File: config.mk
export PLATFORM = sky130hd
export DESIGN_NAME = char_sequencer_flat
export DESIGN_NICKNAME = d
export VERILOG_FILES = /design/src/rtl/char_sequencer_if.sv /design/src/rtl/char_sequencer.sv /design/src/flat_wrapper.sv
export SDC_FILE = /design/constraint.sdc
export NUM_CORES = 1
export LEC_CHECK = 0
export ABC_AREA = 1
export ABC_CLOCK_PERIOD_IN_PS = 2200
export BUFFER_PORTS_ARGS = -buffer_cell sky130_fd_sc_hd__buf_2
export CAP_MARGIN = 20
export CORE_ASPECT_RATIO = 0.75
export CORE_UTILIZATION = 52
export CTS_CLUSTER_DIAMETER = 40
export DETAILED_ROUTE_END_ITERATION = 10
export GPL_ROUTABILITY_DRIVEN = 0
export PLACE_DENSITY_LB_ADDON = 0.15
export SYNTH_ARGS = -nofsm -noshare
export SYNTH_HDL_FRONTEND = slang
export SYNTH_SLANG_ARGS = --single-unit
File: constraint.sdc
create_clock -name clk -period 2.2 [get_ports clk]
set_clock_uncertainty 0.15 [all_clocks]
set_input_delay 0.11 -clock clk [delete_from_list [all_inputs] [get_ports clk]]
set_output_delay 0.11 -clock clk [all_outputs]
set_load 0.01 [all_outputs]
File: src/rtl/char_sequencer_if.sv
// Byte-command and character-buffer/cursor bundle for the character sequencer.
interface char_sequencer_if;
  logic [7:0] in_data;
  logic       in_valid;
  logic       in_ready;
  logic [5:0] cursor_x;
  logic [3:0] cursor_y;
  logic [5:0] new_cursor_x;
  logic [3:0] new_cursor_y;
  logic       write_cursor_pos;
  logic [7:0] new_char;
  logic [9:0] new_char_address;
  logic       new_char_wen;
  logic       busy;

  // Command source / cursor owner side
  modport master (
    output in_data, in_valid, cursor_x, cursor_y,
    input  in_ready, new_cursor_x, new_cursor_y, write_cursor_pos,
           new_char, new_char_address, new_char_wen, busy
  );

  // Sequencer side
  modport slave (
    input  in_data, in_valid, cursor_x, cursor_y,
    output in_ready, new_cursor_x, new_cursor_y, write_cursor_pos,
           new_char, new_char_address, new_char_wen, busy
  );
endinterface

File: src/rtl/char_sequencer.sv
// Turns ASCII command bytes into char-buffer writes and cursor loads.
// Printable bytes write at the cursor and advance it; BS/CR/LF move the
// cursor; FF fills the whole 64x16 screen with CLEAR_CHAR and homes the cursor.
module char_sequencer #(
  parameter logic [7:0] CLEAR_CHAR = 8'h20
) (
  input logic             clk,
  input logic             clr,
  char_sequencer_if.slave bus
);

  localparam int unsigned CNT_W   = 10;
  localparam int unsigned X_W     = 6;
  localparam int unsigned Y_W     = 4;
  localparam logic [CNT_W-1:0] CNT_LAST = '1;
  localparam logic [X_W-1:0]   X_MAX    = '1;
  localparam logic [Y_W-1:0]   Y_MAX    = '1;

  localparam logic [7:0] CH_BS = 8'h08;
  localparam logic [7:0] CH_LF = 8'h0A;
  localparam logic [7:0] CH_FF = 8'h0C;
  localparam logic [7:0] CH_CR = 8'h0D;
  localparam logic [7:0] CH_LO = 8'h20;
  localparam logic [7:0] CH_HI = 8'h7E;

  typedef enum logic [1:0] {
    IDLE   = 2'd0,
    DECODE = 2'd1,
    CLEAR  = 2'd2,
    SETTLE = 2'd3
  } state_t;

  state_t           state, state_nxt;
  logic [7:0]       cmd_q, cmd_d;
  logic [CNT_W-1:0] cnt_q, cnt_d;
  logic             accept_c;

  logic             in_ready_d;
  logic             busy_d;
  logic [X_W-1:0]   ncx_d;
  logic [Y_W-1:0]   ncy_d;
  logic             wcp_d;
  logic [7:0]       char_d;
  logic [CNT_W-1:0] addr_d;
  logic             wen_d;

  assign accept_c = (state == IDLE) && bus.in_valid && bus.in_ready;

  // State register
  always_ff @(posedge clk) begin
    if (clr) state <= IDLE;
    else     state <= state_nxt;
  end

  // Next-state logic
  always_comb begin
    state_nxt = state;
    case (state)
      IDLE:    if (accept_c) state_nxt = DECODE;
      DECODE:  state_nxt = (cmd_q == CH_FF) ? CLEAR : SETTLE;
      CLEAR:   if (cnt_q == CNT_LAST) state_nxt = SETTLE;
      SETTLE:  state_nxt = IDLE;
      default: state_nxt = IDLE;
    endcase
  end

  // Next values for the registered outputs, latched byte and clear counter
  always_comb begin
    cmd_d      = cmd_q;
    cnt_d      = cnt_q;
    in_ready_d = (state_nxt == IDLE);
    busy_d     = (state_nxt != IDLE);
    ncx_d      = bus.new_cursor_x;
    ncy_d      = bus.new_cursor_y;
    char_d     = bus.new_char;
    addr_d     = bus.new_char_address;
    wcp_d      = 1'b0;
    wen_d      = 1'b0;
    case (state)
      IDLE: begin
        if (accept_c) cmd_d = bus.in_data;
      end
      DECODE: begin
        cnt_d = '0;
        if (cmd_q >= CH_LO && cmd_q <= CH_HI) begin
          wen_d  = 1'b1;
          char_d = cmd_q;
          addr_d = {bus.cursor_y, bus.cursor_x};
          wcp_d  = 1'b1;
          ncx_d  = (bus.cursor_x == X_MAX) ? X_MAX : bus.cursor_x + X_W'(1);
          ncy_d  = bus.cursor_y;
        end else begin
          case (cmd_q)
            CH_BS: begin
              wcp_d = 1'b1;
              ncx_d = (bus.cursor_x == '0) ? '0 : bus.cursor_x - X_W'(1);
              ncy_d = bus.cursor_y;
            end
            CH_CR: begin
              wcp_d = 1'b1;
              ncx_d = '0;
              ncy_d = bus.cursor_y;
            end
            CH_LF: begin
              wcp_d = 1'b1;
              ncx_d = bus.cursor_x;
              ncy_d = (bus.cursor_y == Y_MAX) ? Y_MAX : bus.cursor_y + Y_W'(1);
            end
            default: ;
          endcase
        end
      end
      CLEAR: begin
        wen_d  = 1'b1;
        char_d = CLEAR_CHAR;
        addr_d = cnt_q;
        cnt_d  = cnt_q + CNT_W'(1);
        // Final cell also homes the cursor
        if (cnt_q == CNT_LAST) begin
          cnt_d = '0;
          wcp_d = 1'b1;
          ncx_d = '0;
          ncy_d = '0;
        end
      end
      default: ;
    endcase
  end

  // Output, latched-byte and counter registers
  always_ff @(posedge clk) begin
    if (clr) begin
      cmd_q                <= '0;
      cnt_q                <= '0;
      bus.in_ready         <= 1'b0;
      bus.busy             <= 1'b0;
      bus.new_cursor_x     <= '0;
      bus.new_cursor_y     <= '0;
      bus.write_cursor_pos <= 1'b0;
      bus.new_char         <= '0;
      bus.new_char_address <= '0;
      bus.new_char_wen     <= 1'b0;
    end else begin
      cmd_q                <= cmd_d;
      cnt_q                <= cnt_d;
      bus.in_ready         <= in_ready_d;
      bus.busy             <= busy_d;
      bus.new_cursor_x     <= ncx_d;
      bus.new_cursor_y     <= ncy_d;
      bus.write_cursor_pos <= wcp_d;
      bus.new_char         <= char_d;
      bus.new_char_address <= addr_d;
      bus.new_char_wen     <= wen_d;
    end
  end

endmodule

File: src/flat_wrapper.sv
// flat-port wrapper written by rule: the top's interface ports become plain ports
module char_sequencer_flat 
#(
  parameter logic [7:0] CLEAR_CHAR = 8'h20
)
  (clk, clr, bus_in_data, bus_in_valid, bus_cursor_x, bus_cursor_y, bus_in_ready, bus_new_cursor_x, bus_new_cursor_y, bus_write_cursor_pos, bus_new_char, bus_new_char_address, bus_new_char_wen, bus_busy);
  char_sequencer_if bus_i ();
  input logic clk;
  input logic clr;
  input wire logic [$bits(bus_i.in_data)-1:0] bus_in_data;
  input wire logic [$bits(bus_i.in_valid)-1:0] bus_in_valid;
  input wire logic [$bits(bus_i.cursor_x)-1:0] bus_cursor_x;
  input wire logic [$bits(bus_i.cursor_y)-1:0] bus_cursor_y;
  output wire logic [$bits(bus_i.in_ready)-1:0] bus_in_ready;
  output wire logic [$bits(bus_i.new_cursor_x)-1:0] bus_new_cursor_x;
  output wire logic [$bits(bus_i.new_cursor_y)-1:0] bus_new_cursor_y;
  output wire logic [$bits(bus_i.write_cursor_pos)-1:0] bus_write_cursor_pos;
  output wire logic [$bits(bus_i.new_char)-1:0] bus_new_char;
  output wire logic [$bits(bus_i.new_char_address)-1:0] bus_new_char_address;
  output wire logic [$bits(bus_i.new_char_wen)-1:0] bus_new_char_wen;
  output wire logic [$bits(bus_i.busy)-1:0] bus_busy;
  assign bus_i.in_data = bus_in_data;
  assign bus_i.in_valid = bus_in_valid;
  assign bus_i.cursor_x = bus_cursor_x;
  assign bus_i.cursor_y = bus_cursor_y;
  assign bus_in_ready = bus_i.in_ready;
  assign bus_new_cursor_x = bus_i.new_cursor_x;
  assign bus_new_cursor_y = bus_i.new_cursor_y;
  assign bus_write_cursor_pos = bus_i.write_cursor_pos;
  assign bus_new_char = bus_i.new_char;
  assign bus_new_char_address = bus_i.new_char_address;
  assign bus_new_char_wen = bus_i.new_char_wen;
  assign bus_busy = bus_i.busy;
  char_sequencer #(.CLEAR_CHAR(CLEAR_CHAR)) u_core (.clk(clk), .clr(clr), .bus(bus_i));
endmodule
# Word-level counts from Yosys, hierarchy flattened
# Index checks and enable logic that the tools add are counted.
word_totals:
  ff_bits: 52
  input_bits: 21
  out_inout_bits: 32
op_classes:
  addsub: 4
  n_lt_le_gt_ge: 2
  n_eq_ne: 14
  muxes: 27
  reduce_logical: 14
op_table:
  columns: ["cell", "n"]
  rows:
  - ["$pmux 10 s2", 2]
  - ["$eq 8x4->1 const B", 4]
  - ["$mux 6", 4]
  - ["$mux 10", 2]
  - ["$pmux 6 s3", 1]
  - ["$pmux 4 s2", 2]
  - ["$pmux 8 s2", 1]
  - ["$mux 4", 3]
  - ["$pmux 6 s2", 1]
  - ["$add 10x1->10 const B", 1]
  - ["$eq 10x10->1 const B", 1]
  - ["$ge 8x6->1 const B", 1]
  - ["$le 8x7->1 const B", 1]
  - ["$mux 8", 1]
  - ["$pmux 2 s4", 1]
  - ["$add 6x1->6 const B", 1]
  - ["$eq 6x6->1 const B", 1]
  - ["$logic_not 6->1", 1]
  - ["$reduce_and 3->1", 2]
  - ["$sub 6x1->6 const B", 1]
  - ["$mux 1", 5]
  - ["$ne 5x1->1 const B", 1]
  - ["$add 4x1->4 const B", 1]
  - ["$eq 2x2->1 const B", 2]
  - ["12 further kinds", 20]

# Depth between registers and ports, before layout
# Gate-level depths: netlist of run 1.
logic_depth:
  depth_word: 6
  mapped_depth: 12
  depth_no_buf: 12

# Worst setup path after synthesis of run 1
# OpenSTA, ideal clock, no wires.
synth_path:
  kind: "register -> register"
  from: "reg u_core.state[0]"
  to: "reg u_core.cnt_q[9]"
  t_arrival_ns: 1.500
  required_ns: 1.928
  setup_slack_ns: 0.428
  path_stages_with_launch: 10
  path_buffers: 0
  period_less_slack_ns: 1.772
  path_cell_list: "dfxtp_1 -> inv_1 -> ha_1 -> inv_2 -> nor3_4 -> nand4_2 -> nor2_2 -> nand2_1 -> xor2_1 -> nor2_1"
synth_via:
  elab_chain_len: 2
synth_lines:
  columns: ["element", "line", "rtl"]
  rows:
  - ["start: declaration", "char_sequencer.sv:33", "state_t state, state_nxt;"]
  - ["start signal: assignment", "char_sequencer.sv:52", "else state <= state_nxt;"]
  - ["$eq 2x2->1 or $eq 2x1->1 (tied branches)", "char_sequencer.sv:79", "case (state)"]
  - ["$pmux 10 s2 or $reduce_bool 2->1 (tied branches)", null, null]
  - ["end signal: assignment", "char_sequencer.sv:145", "cnt_q <= cnt_d;"]
  - ["end: declaration", "char_sequencer.sv:35", "logic [CNT_W-1:0] cnt_q, cnt_d;"]
# Several ways; a longest one is shown, not always the timed one.
# A chain may end at the register's enable or synchronous reset.

# Worst setup path after layout of run 1
# Ends and elaborated chain as after synthesis.

==> results of run 1 <==
kinds of logic (layout without fill, tap and decap cells):
logic type               Yosys count  count (layout)  synth area share, %
XOR/XNOR                          11              11                 3.51
AND/OR/NAND/NOR                  171             171                 28.9
AO/OA/AOI/OAI                     83              83                 16.5
buffers and inverters             57             124                 9.03
adder cells (fa/ha/maj)            9               9                 4.11
flip-flops                        52              52                 38.0
worst reg2reg max path, cell delays in order (launching register included):
cell     delay, ns
dfxtp_1       0.35
inv_1         0.09
ha_1          0.40
inv_2         0.14
nor3_4        0.26
nand4_2       0.13
nor2_2        0.13
nand2_1       0.07
xor2_1        0.13
nor2_1        0.05
final timing paths:
path	end	slack [ns]	cells after the start
worst max-delay path	u_core.cnt_q[9]	0.18	9
worst max register to register	u_core.cnt_q[9]	0.18	9
worst min-delay path	u_core.bus.new_char_address[3]	0.02	3
worst min register to register	u_core.bus.new_char[7]	0.30	2
layout make-up:
type | count | area, um^2
clock inverters | 1 | 7.51
multi-input cells | 274 | 1450
repair buffers | 74 | 468
clock buffers | 7 | 86.3
flip-flops and latches | 52 | 1040
inverters | 42 | 160
well taps | 72 | 90.1
fillers | 459 | 1680
metrics by stage:
stage	worst slack, ns	instance area (um^2)	cells	hold WS [ns]	power [W]
4_1_cts	0.193	3310	522	0.0133	0.00369
5_1_grt	0.0254	3310	522	0.0277	0.00400
6_report	0.180	3310	522	0.0181	0.00370
3_3_place_gp	0.329	3040	497	0.236	0.00305
3_5_place_dp	0.197	3040	497	0.250	0.00310
2_1_floorplan	0.428	2740	383	0.121	0.00260
placed cells by master, fill, tap and decap left out, types with 9 or more instances in the layout:
master / instances
inv_1: 40
nor2_1: 35
nand3_1: 30
a21oi_1: 33
nand2_1: 80
buf_2: 52
dlygate4sd3_1: 17
o21ai_0: 30
dfxtp_1: 52
a31oi_1: 13
ha_1: 9
power groups by stage:
stage               sequential [W]  clock, W  combinational (W)
floorplan                  0.00147         0            0.00114
global placement           0.00139         0            0.00167
detailed placement         0.00139         0            0.00171
CTS                        0.00137  0.000573            0.00174
global route               0.00140  0.000614            0.00198
finish                     0.00137  0.000565            0.00176
routing by layer:
metal / GRT usage, % / up-vias / share of wire (%)
li1: - / 1390 / -
met1: 37.7 / 1264 / 51
met2: 40.6 / 79 / 44
met3: 4.71 / 7 / 4.4
met4: 5.21 / 0 / 0.71
met5: 0 / - / 0
state kept, by name, indices dropped and copies added, names as in the netlist:
signal / cells
u_core.bus.new_char_address: 10
u_core.cnt_q: 10
u_core.bus.new_char: 8
u_core.cmd_q: 8
u_core.bus.new_cursor_x: 6
u_core.bus.new_cursor_y: 4
u_core.state: 2
u_core.bus.busy: 1
u_core.bus.in_ready: 1
u_core.bus.new_char_wen: 1
u_core.bus.write_cursor_pos: 1
==> summary.md, run 1 <==
| Metric | Value |
|---|---|
| Detailed placement HPWL | approximately 4900 um |
| Peak VDD IR | roughly 0.65 mV |
| Post-synth top cells | nand2_1 (80), dfxtp_1 (52), inv_1 (40), nor2_1 (35), a21oi_1 (33) |
| Tot GR Track Use | a little over a quarter |
| Number of enable flip-flop cells after synthesis | 0 |
| Post_cts resized | 0 |
| Post-CTS Setup Bufs | 0 |
| Fmax | 495 MHz |
| Synthesized area per cell | between 7 and 8 um^2 |
| Root Buffer Master | clkbuf_8 |
| Global-route wire length before repair | around 12000 um |
| P&R area growth vs syn | 20.6% |
| H-tree depth | 2 |
| Minimum clock period | 2.02 ns |
| Slew Viols, Final | 0 |
| Placeable core area | roughly 0.005 mm^2 |
| Count leader, synth | nand2_1 |
| Largest net degree at the start of global routing | 20 |
| Clock Sinks | 52 |
| Vias per std cell | ~5.2 |
| Slowest stage cell, crit path | ha_1 |
| Cts hold-fix bufs | 17 |
| Max-cap viol count | 0 |
| Synthesized instance count | ~380 |
| PwrDens | between 1000 and 1500 mW/mm^2 |
| IO Pins | 53 |
| Syn Nets | between 400 and 500 |
| Period utilization | 91.8% |
| Layout cells sized above 1 | a little under a fifth |
| CP max FO | 9 |
| Setup TNS | 0 ns |
| Synth top area share | 38.0% |
| Critical path origin | u_core.state[0] |
| Unrepaired setup endpoints after global routing | no |
| Die area | about 0.0056 mm^2 |
| R2r startpoint | u_core.state[0] |
| Cells along the critical path | inv_1, ha_1, inv_2, nor3_4, nand4_2, nor2_2, nand2_1, xor2_1, nor2_1 |
| CTS tree | yes |
| Main flop type after synthesis | dfxtp_1 |
| Distinct cell type count after synthesis | 35 |
| WS Path Type | reg2reg |
| Post-route ant nets | 0 |
| Largest delay contributor family on the critical path | simple AND/OR/NAND/NOR gates |
| Longest Clk Path Bufs | 2 |
| Critical Path AT | ~2.1 ns |
| YS warnings | 0 |
| Crit-path max cell delay | ~0.4 ns |
| Hold Crit Class | in2reg |
| Biggest area consumer among synthesized cells | dfxtp_1 |
| Flop pwr share | 37.1% |
| Slew @ Worst Pin | 0.532 ns |
| Status | finished, final reports clean |
| Setup Viol. Count Final | 0 |
| DR pass1 iterations | 5 |
| Crit path buffers/inverters | 2 |
| #FFs+latches synth | 52 |
| Worst rel slew slack | about 65% |
| Clock slew at reported path FFs | ~0.090 ns |
| Detailed Route WL | 6870 um |
| Grt total ovfl | 0 |
| Sequential fraction of the synthesis area | a little under two fifths |
| Crit end category | flop |
| Initial core utilization | about 55% |
| Post-synth ARST share | 0% |
| Comb power frac | 47.6% |
| Clock latency on the worst-skew pair | about 0.31 ns |
| Switching Fraction | 44.1% |
| Top cells by area, synth | dfxtp_1 (38%), nand2_1 (11%), a21oi_1 (6.0%) |
| Count of antenna diodes in the layout | 0 |
| Layout Utilization | ~66% |
| Int Power | roughly 0.0021 W |
| Hold_sp | bus_cursor_x[3] |
| Post-synthesis cell area | around 0.0027 mm^2 |
| Die Wd | ~86 um |
| Die Span Y | 64.9 um |
| Drt wl/cell | ~13 um |
| Via count | 2740 |
| Final Net Count | 479 |
| Crit start category | flop |
| DRT iter0 DRCs | approximately 190 |
| Worst Path Required | between 2 and 2.5 ns |
| Leakage power | between 1.5 and 2 nW |
| Final Hold Fails | 0 |
| Clock Power Share | between 10% and 20% |
| Vias in the first global route | 2529 |
| Row count | 22 |
| CTS Buf Count | 5 |
| Initial antenna violation count | 0 |
| DRC | 0 |
| IO Port Bufs | 52 |
| Switching Power | between 0.0015 and 0.002 W |
No activity file was read; power rests on OpenSTA's default activity.
==> run 2, diff against run 1 <==
- BUFFER_PORTS_ARGS: -buffer_cell sky130_fd_sc_hd__buf_2 -> -buffer_cell sky130_fd_sc_hd__buf_4
- SKIP_CTS_REPAIR_TIMING: default -> 1
==> run 2 against run 1 <==
The run now ends with negative hold slack left. Worst hold slack got worse by 0.083 ns. Global-route usage decreased by 1.9 points. Sequential power about the same. Count of clock-buffer cells in the layout unchanged. Die area unchanged. Combinational power increased by 7%. Routed wire length decreased by 0.95%. Maximum frequency increased by 3.2%. Highest routed layer unchanged.
==> summary.md, run 2 (synthesized netlist as in run 1, its figures left out) <==
| Metric | Value |
|---|---|
| Status | complete, but fails checks (was finished, final reports clean) |
| Failing checks | negative hold slack |
| Worst Slack Setup Final | 0.243 ns (was 0.180 ns) |
| Switching Power | 0.00164 W (was 0.00163 W) |
| Fillers | 429 (was 459) |
| Minimum clock period | 1.96 ns (was 2.02 ns) |
| Final Hold Fails | 1 (was 0) |
| Hold path cells | 3 (unchanged) |
| Clock Power Share | 14.8% (was 15.3%) |
| Die Span Y | 64.9 um (unchanged) |
| Tot GR Track Use | 24.2% (was 26.1%) |
| Worst slack at placement | 0.268 ns (was 0.197 ns) |
| Worst rel slew slack | 61.2% (was 64.5%) |
| Routed wl met2 | 3000 um (was 3040 um) |
| Switching Fraction | 42.6% (was 44.1%) |
| Hold_sp | bus_in_data[4] (was bus_cursor_x[3]) |
| DRT iter0 DRCs | 189 (was 191) |
| Metal3 WL | 312 um (was 303 um) |
| Top Layer Used | met4 (unchanged) |
| Row count | 22 (unchanged) |
| Commonest non-fill, non-tap cell in the layout | nand2_1 (unchanged) |
| Critical Path AT | 2.01 ns (was 2.06 ns) |
| Global-route wire length before repair | 10400 um (was 11500 um) |
| Vias in the first global route | 2211 (was 2529) |
| Unrepaired setup endpoints after global routing | no (unchanged) |
| Worst R2R Setup Slack | 0.24 ns (was 0.18 ns) |
| Clock latency on the worst-skew pair | 0.31 ns (about the same) |
| Post-route ant nets | 0 (unchanged) |
| Top flop regs | u_core.bus.new_char_address: 10 flops, u_core.cnt_q: 10 flops (unchanged) |
| Met1 Routed Length | 3370 um (was 3480 um) |
| Leakage power | 1.52 nW (was 1.51 nW) |
| Slew @ Worst Pin | 0.580 ns (was 0.532 ns) |
| Clock slew at reported path FFs | 0.09 ns (about the same) |
| Reg2reg path depth | 9 (unchanged) |
| P&R area growth vs syn | 25.4% (was 20.6%) |
| CP max FO | 9 (unchanged) |
| DR pass1 iterations | 4 (was 5) |
| Die area | 0.00557 mm^2 (unchanged) |
| Crit start category | flop (unchanged) |
| Drt wl/cell | 13.1 um (was 13.2 um) |
| Layout cells sized above 1 | 18.9% (about the same) |
| Slew Viols, Final | 0 (unchanged) |
| Peak VDD IR | 0.643 mV (was 0.654 mV) |
| Int Power | 0.00221 W (was 0.00207 W) |
| Count of antenna diodes in the layout | 0 (unchanged) |
| Setup Viol. Count Final | 0 (unchanged) |
| Fmax | 511 MHz (was 495 MHz) |
| H-tree depth | 2 (unchanged) |
| Flop pwr share | 36.0% (was 37.1%) |
| Setup TNS | 0 ns (unchanged) |
| Die Wd | 85.9 um (unchanged) |
| DRC | 0 (unchanged) |
| Hold Crit Class | in2reg (unchanged) |
| Clock Sinks | 52 (unchanged) |
| Worst Path Required | 2.25 ns (was 2.24 ns) |
| IO Pins | 53 (unchanged) |
| CTS Buf Count | 5 (unchanged) |
| Final Net Count | 478 (was 479) |
| Crit end category | flop (unchanged) |
| Vias per std cell | 5.14 (was 5.25) |
| Worst R2R End | u_core.cnt_q[9] (unchanged) |
| Largest net degree at the start of global routing | 23 (was 20) |
| Longest Clk Path Bufs | 2 (unchanged) |
| Via count | 2677 (was 2740) |
| Final hold slack | -0.0651 ns (was 0.0181 ns) |
| IO Port Bufs | 52 (unchanged) |
| Initial antenna violation count | 0 (unchanged) |
| Hold-critical path endpoint | u_core.cmd_q[4] (was u_core.bus.new_char_address[3]) |
| CTS tree | yes (unchanged) |
| Root Buffer Master | clkbuf_8 (unchanged) |
| Placeable core area | 0.00498 mm^2 (unchanged) |
| WS Path Type | reg2reg (unchanged) |
| PwrDens | 1120 mW/mm^2 (about the same) |
| R2r startpoint | u_core.state[0] (unchanged) |
| Grt total ovfl | 0 (unchanged) |
| Max-cap viol count | 0 (unchanged) |
| Detailed Route WL | 6810 um (was 6870 um) |
| Commonest cells after routing, fill and taps aside | nand2_1 (80), buf_4 (56), dfxtp_1 (52) (was nand2_1 (80), buf_2 (52), dfxtp_1 (52)) |
| Initial core utilization | 55.0% (unchanged) |
| Comb power frac | 49.2% (was 47.6%) |
| Detailed placement HPWL | 4810 um (was 4910 um) |
| Period utilization | 89.0% (was 91.8%) |
## run 2: changes by cell type in the layout (fill, tap and decap cells not counted)
cell | before | now
buf_2 | 52 | 0
buf_4 | 5 | 56
buf_12 | 0 | 1
dlygate4sd3_1 | 17 | 16
## run 2: routing by layer
| metal | track usage (%) | up-vias |
|---|---|---|
| li1 | - | 1385 |
| met1 | 35.7 | 1221 |
| met2 | 34.1 | 62 |
| met3 | 5.86 | 9 |
| met4 | 7.50 | 0 |
| met5 | 0 | - |
## run 2: stage by stage
| stage | instances | area, um^2 | hold WS (ns) | total power [W] | utilization, % |
|---|---|---|---|---|---|
| after floorplan | 383 | 2740 | 0.121 | 0.00260 | - |
| after global placement | 497 | 3190 | 0.239 | 0.00322 | 63.9 |
| after detailed placement | 497 | 3190 | 0.242 | 0.00325 | 63.9 |
| after CTS | 505 | 3280 | -0.0987 | 0.00382 | 65.8 |
| after global routing | 521 | 3440 | 0.000260 | 0.00414 | 69.0 |
| final | 521 | 3440 | -0.0651 | 0.00384 | 69.0 |
## run 2: worst max path at each step
| stage | from | end | slack, ns | depth (start not counted) |
|---|---|---|---|---|
| 3_3_place_gp | u_core.state[0] | u_core.cnt_q[9] | 0.36 | 9 |
| 4_1_cts | u_core.state[0] | u_core.cnt_q[9] | 0.25 | 9 |
| 5_1_grt | u_core.state[0] | u_core.cnt_q[9] | 0.09 | 9 |
| 2_1_floorplan | u_core.state[0] | u_core.cnt_q[9] | 0.43 | 9 |
| 3_5_place_dp | u_core.state[0] | u_core.cnt_q[9] | 0.27 | 9 |
| 6_report | u_core.state[0] | u_core.cnt_q[9] | 0.24 | 9 |
## run 2: worst max-delay path, cell delays in order, from the launching register on
cell and delay, ns:
dfxtp_1 0.34, inv_1 0.09, ha_1 0.37, inv_2 0.12, nor3_4 0.26, nand4_2 0.14, nor2_2 0.13, nand2_1 0.07
xor2_1 0.13, nor2_1 0.05
## run 2: layout make-up
type	count	area [um^2]	share of cell area [%]
well taps	72	90.1	2.62
multi-input cells	274	1450	42.3
clock buffers	7	86.3	2.51
inverters	42	160	4.66
clock inverters	1	7.51	0.218
flip-flops and latches	52	1040	30.3
repair buffers	73	601	17.5
## run 2: power groups by stage
stage / combinational (W) / clock, W / sequential, W
after floorplan: 0.00114 / 0 / 0.00147
after global placement: 0.00183 / 0 / 0.00139
after detailed placement: 0.00185 / 0 / 0.00140
after CTS: 0.00186 / 0.000581 / 0.00138
after global routing: 0.00211 / 0.000618 / 0.00141
final: 0.00189 / 0.000571 / 0.00138
==> run 3, diff against run 2 <==
- ABC_AREA: 1 -> default
==> run 3 against run 2 <==
The run now ends clean. Non-clock buffer count is 14 higher. Register-to-register slack worse by 0.22 ns. Die area is 2.0% lower. Via count is 1.9% higher. Combinational power is 7% lower. Maximum frequency is 9.9% lower. Routed wire length is 7.7% higher. Critical path depth is 3 lower. Worst hold slack better by 0.088 ns. Global-route usage is 2.0 points higher. Worst setup slack worse by 0.22 ns. Sequential share of layout area is 0.62 points lower. Critical path type unchanged. Critical endpoint is now u_core.bus.new_cursor_x[3]. Largest power group unchanged.
==> summary.md, run 3 <==
| Metric | Value |
|---|---|
| Post-route ant nets | 0 (unchanged) |
| WS Path Type | reg2reg (unchanged) |
| Post-Layout Cell Count | 455 (was 521) |
| Clock slew at reported path FFs | 0.09 ns (about the same) |
| Post-synthesis cell area | 0.00269 mm^2 (was 0.00274 mm^2) |
| Number of enable flip-flop cells after synthesis | 0 (unchanged) |
| Die Wd | 85.0 um (was 85.9 um) |
| Commonest non-fill, non-tap cell in the layout | buf_4 (was nand2_1) |
| Slew @ Worst Pin | 0.433 ns (was 0.580 ns) |
| Longest Clk Path Bufs | 2 (unchanged) |
| DR pass1 iterations | 5 (was 4) |
| Detailed Route WL | 7330 um (was 6810 um) |
| Post-synth ARST share | 0% (unchanged) |
| H-tree depth | 2 (unchanged) |
| Initial antenna violation count | 0 (unchanged) |
| Fin area | 0.00352 mm^2 (was 0.00344 mm^2) |
| Placed cell area | 0.00327 mm^2 (was 0.00319 mm^2) |
| Synthesized instance count | 318 (was 383) |
| Worst Slack Setup Final | 0.0269 ns (was 0.243 ns) |
| Detailed placement HPWL | 5060 um (was 4810 um) |
| Worst rel slew slack | 70.7% (was 61.2%) |
| Synthesized area per cell | 8.45 um^2 (was 7.16 um^2) |
| Tot GR Track Use | 26.1% (was 24.2%) |
| Synth top area share | 38.7% (was 38.0%) |
| Biggest area consumer among synthesized cells | dfxtp_1 (unchanged) |
| Crit start category | flop (unchanged) |
| Fmax | 460 MHz (was 511 MHz) |
| Max-cap viol count | 0 (unchanged) |
| Clock Sinks | 52 (unchanged) |
| Setup TNS | 0 ns (unchanged) |
| Main flop type after synthesis | dfxtp_1 (unchanged) |
| Sequential fraction of the synthesis area | 38.7% (was 38.0%) |
| Dpl cells | 436 (was 497) |
| Minimum clock period | 2.17 ns (was 1.96 ns) |
| Crit end category | flop (unchanged) |
| Syn Nets | 348 (was 413) |
| P&R area growth vs syn | 30.8% (was 25.4%) |
| Count leader, synth | dfxtp_1 (was nand2_1) |
| IO Pins | 53 (unchanged) |
| Largest net degree at the start of global routing | 23 (unchanged) |
| Setup Viol. Count Final | 0 (unchanged) |
| Hold Crit Class | in2reg (unchanged) |
| Vias per std cell | 6.00 (was 5.14) |
| Peak VDD IR | 0.734 mV (was 0.643 mV) |
| Global-route wire length before repair | 11300 um (was 10400 um) |
| Die Span Y | 64.3 um (was 64.9 um) |
| Critical Path AT | 2.23 ns (was 2.01 ns) |
| PwrDens | 1060 mW/mm^2 (was 1120 mW/mm^2) |
| Vias in the first global route | 2349 (was 2211) |
| Final Hold Fails | 0 (was 1) |
| DRC | 0 (unchanged) |
| Via count | 2729 (was 2677) |
| Row count | 22 (unchanged) |
| Post-synth top cells | dfxtp_1 (52), nor2_1 (36), nand2_1 (26), a21oi_1 (21), clkbuf_1 (14) (was nand2_1 (80), dfxtp_1 (52), inv_1 (40), nor2_1 (35), a21oi_1 (33)) |
| Final Net Count | 424 (was 478) |
| YS warnings | 0 (unchanged) |
| Final hold slack | 0.0230 ns (was -0.0651 ns) |
| Top cells by area, synth | dfxtp_1 (39%), nor2_1 (5.0%), mux2i_1 (4.5%) (was dfxtp_1 (38%), nand2_1 (11%), a21oi_1 (6.0%)) |
| Grt total ovfl | 0 (unchanged) |
| CTS Buf Count | 5 (unchanged) |
| Worst slack at placement | 0.0104 ns (was 0.268 ns) |
| Distinct cell type count after synthesis | 50 (was 35) |
| Top flop regs | u_core.bus.new_char_address: 10 flops, u_core.cnt_q: 10 flops (unchanged) |
| Root Buffer Master | clkbuf_8 (unchanged) |
| Initial core utilization | 54.5% (was 55.0%) |
| Clock latency on the worst-skew pair | 0.31 ns (about the same) |
| Commonest cells after routing, fill and taps aside | buf_4 (76), dfxtp_1 (51), nor2_1 (35) (was nand2_1 (80), buf_4 (56), dfxtp_1 (52)) |
| Period utilization | 98.8% (was 89.0%) |
| Layout cells sized above 1 | 24.8% (was 18.9%) |
| Count of antenna diodes in the layout | 0 (unchanged) |
| IO Port Bufs | 52 (unchanged) |
| Status | finished, final reports clean (was complete, but fails checks) |
| CTS tree | yes (unchanged) |
| Leakage power | 1.36 nW (was 1.52 nW) |
| Die area | 0.00546 mm^2 (was 0.00557 mm^2) |
| #FFs+latches synth | 52 (unchanged) |
| Drt wl/cell | 16.1 um (was 13.1 um) |
| DRT iter0 DRCs | 186 (was 189) |
| Worst Path Required | 2.26 ns (was 2.25 ns) |
| Slew Viols, Final | 0 (unchanged) |
| CP max FO | 7 (was 9) |
| Placeable core area | 0.00493 mm^2 (was 0.00498 mm^2) |
==> run 3: changes by cell type in the layout (fill, tap and decap cells not counted), sizes merged, moves of 14 or more <==
cell and delta:
nand2 -59, inv -30, buf +21, o21ai -20, nand3 -19, a21oi -14
==> run 3: cell families after synthesis <==
kind of cell,Yosys count,share of synthesized area (%)
flip-flops,52,38.7
adder cells (fa/ha/maj),9,4.19
AO/OA/AOI/OAI,79,20.4
AND/OR/NAND/NOR,125,24.1
multiplexers,14,5.31
XOR/XNOR,10,3.26
buffers and inverters,29,4.05
==> run 3: critical path, cell delays in order, from the launching register on <==
cell and delay [ns]:
dfxtp_1 0.32, or4b_4 0.57, a211oi_4 0.23, buf_6 0.16, o21ai_1 0.06, a221o_1 0.32
a32o_1 0.25
==> run 3: metrics by stage <==
| step | total power, W | util (%) |
|---|---|---|
| 2_1_floorplan | 0.00228 | - |
| 3_3_place_gp | 0.00295 | 66.3 |
| 3_5_place_dp | 0.00298 | 66.3 |
| 4_1_cts | 0.00365 | 68.5 |
| 5_1_grt | 0.00394 | 71.4 |
| 6_report | 0.00371 | 71.4 |
==> run 3: metal layers <==
layer	GRT usage, %	routed length (um)
met1	37.9	3460
met2	39.1	3180
met3	5.56	568
met4	6.57	127
met5	0	0
==> run 3: cell type report <==
type                            count  area (um^2)
Timing Repair Buffer               87          683
Sequential cell                    52         1040
Clock buffer                        6         72.6
Clock inverter                      2         38.8
Inverter                           11         41.3
Fill cell                         407         1410
Tap cell                           60         75.1
Multi-Input combinational cell    237         1560
==> run 3: power breakdown <==
part / internal (W) / switching (W) / total [W]
Sequential: 0.00116 / 0.000120 / 0.00128
Clock: 0.000344 / 0.000330 / 0.000674
Combinational: 0.000812 / 0.000949 / 0.00176
Total: 0.00232 / 0.00140 / 0.00371
==> run 3: final timing paths <==
| check | from | end | slack (ns) | cells past startpoint |
|---|---|---|---|---|
| worst max register to register | u_core.cmd_q[5] | u_core.bus.new_cursor_x[3] | 0.03 | 6 |
| worst min-delay path | bus_cursor_x[4] | u_core.bus.new_char_address[4] | 0.02 | 3 |
| worst max-delay path | u_core.cmd_q[5] | u_core.bus.new_cursor_x[3] | 0.03 | 6 |
| worst min register to register | u_core.bus.new_cursor_x[2] | u_core.bus.new_cursor_x[2] | 0.33 | 1 |
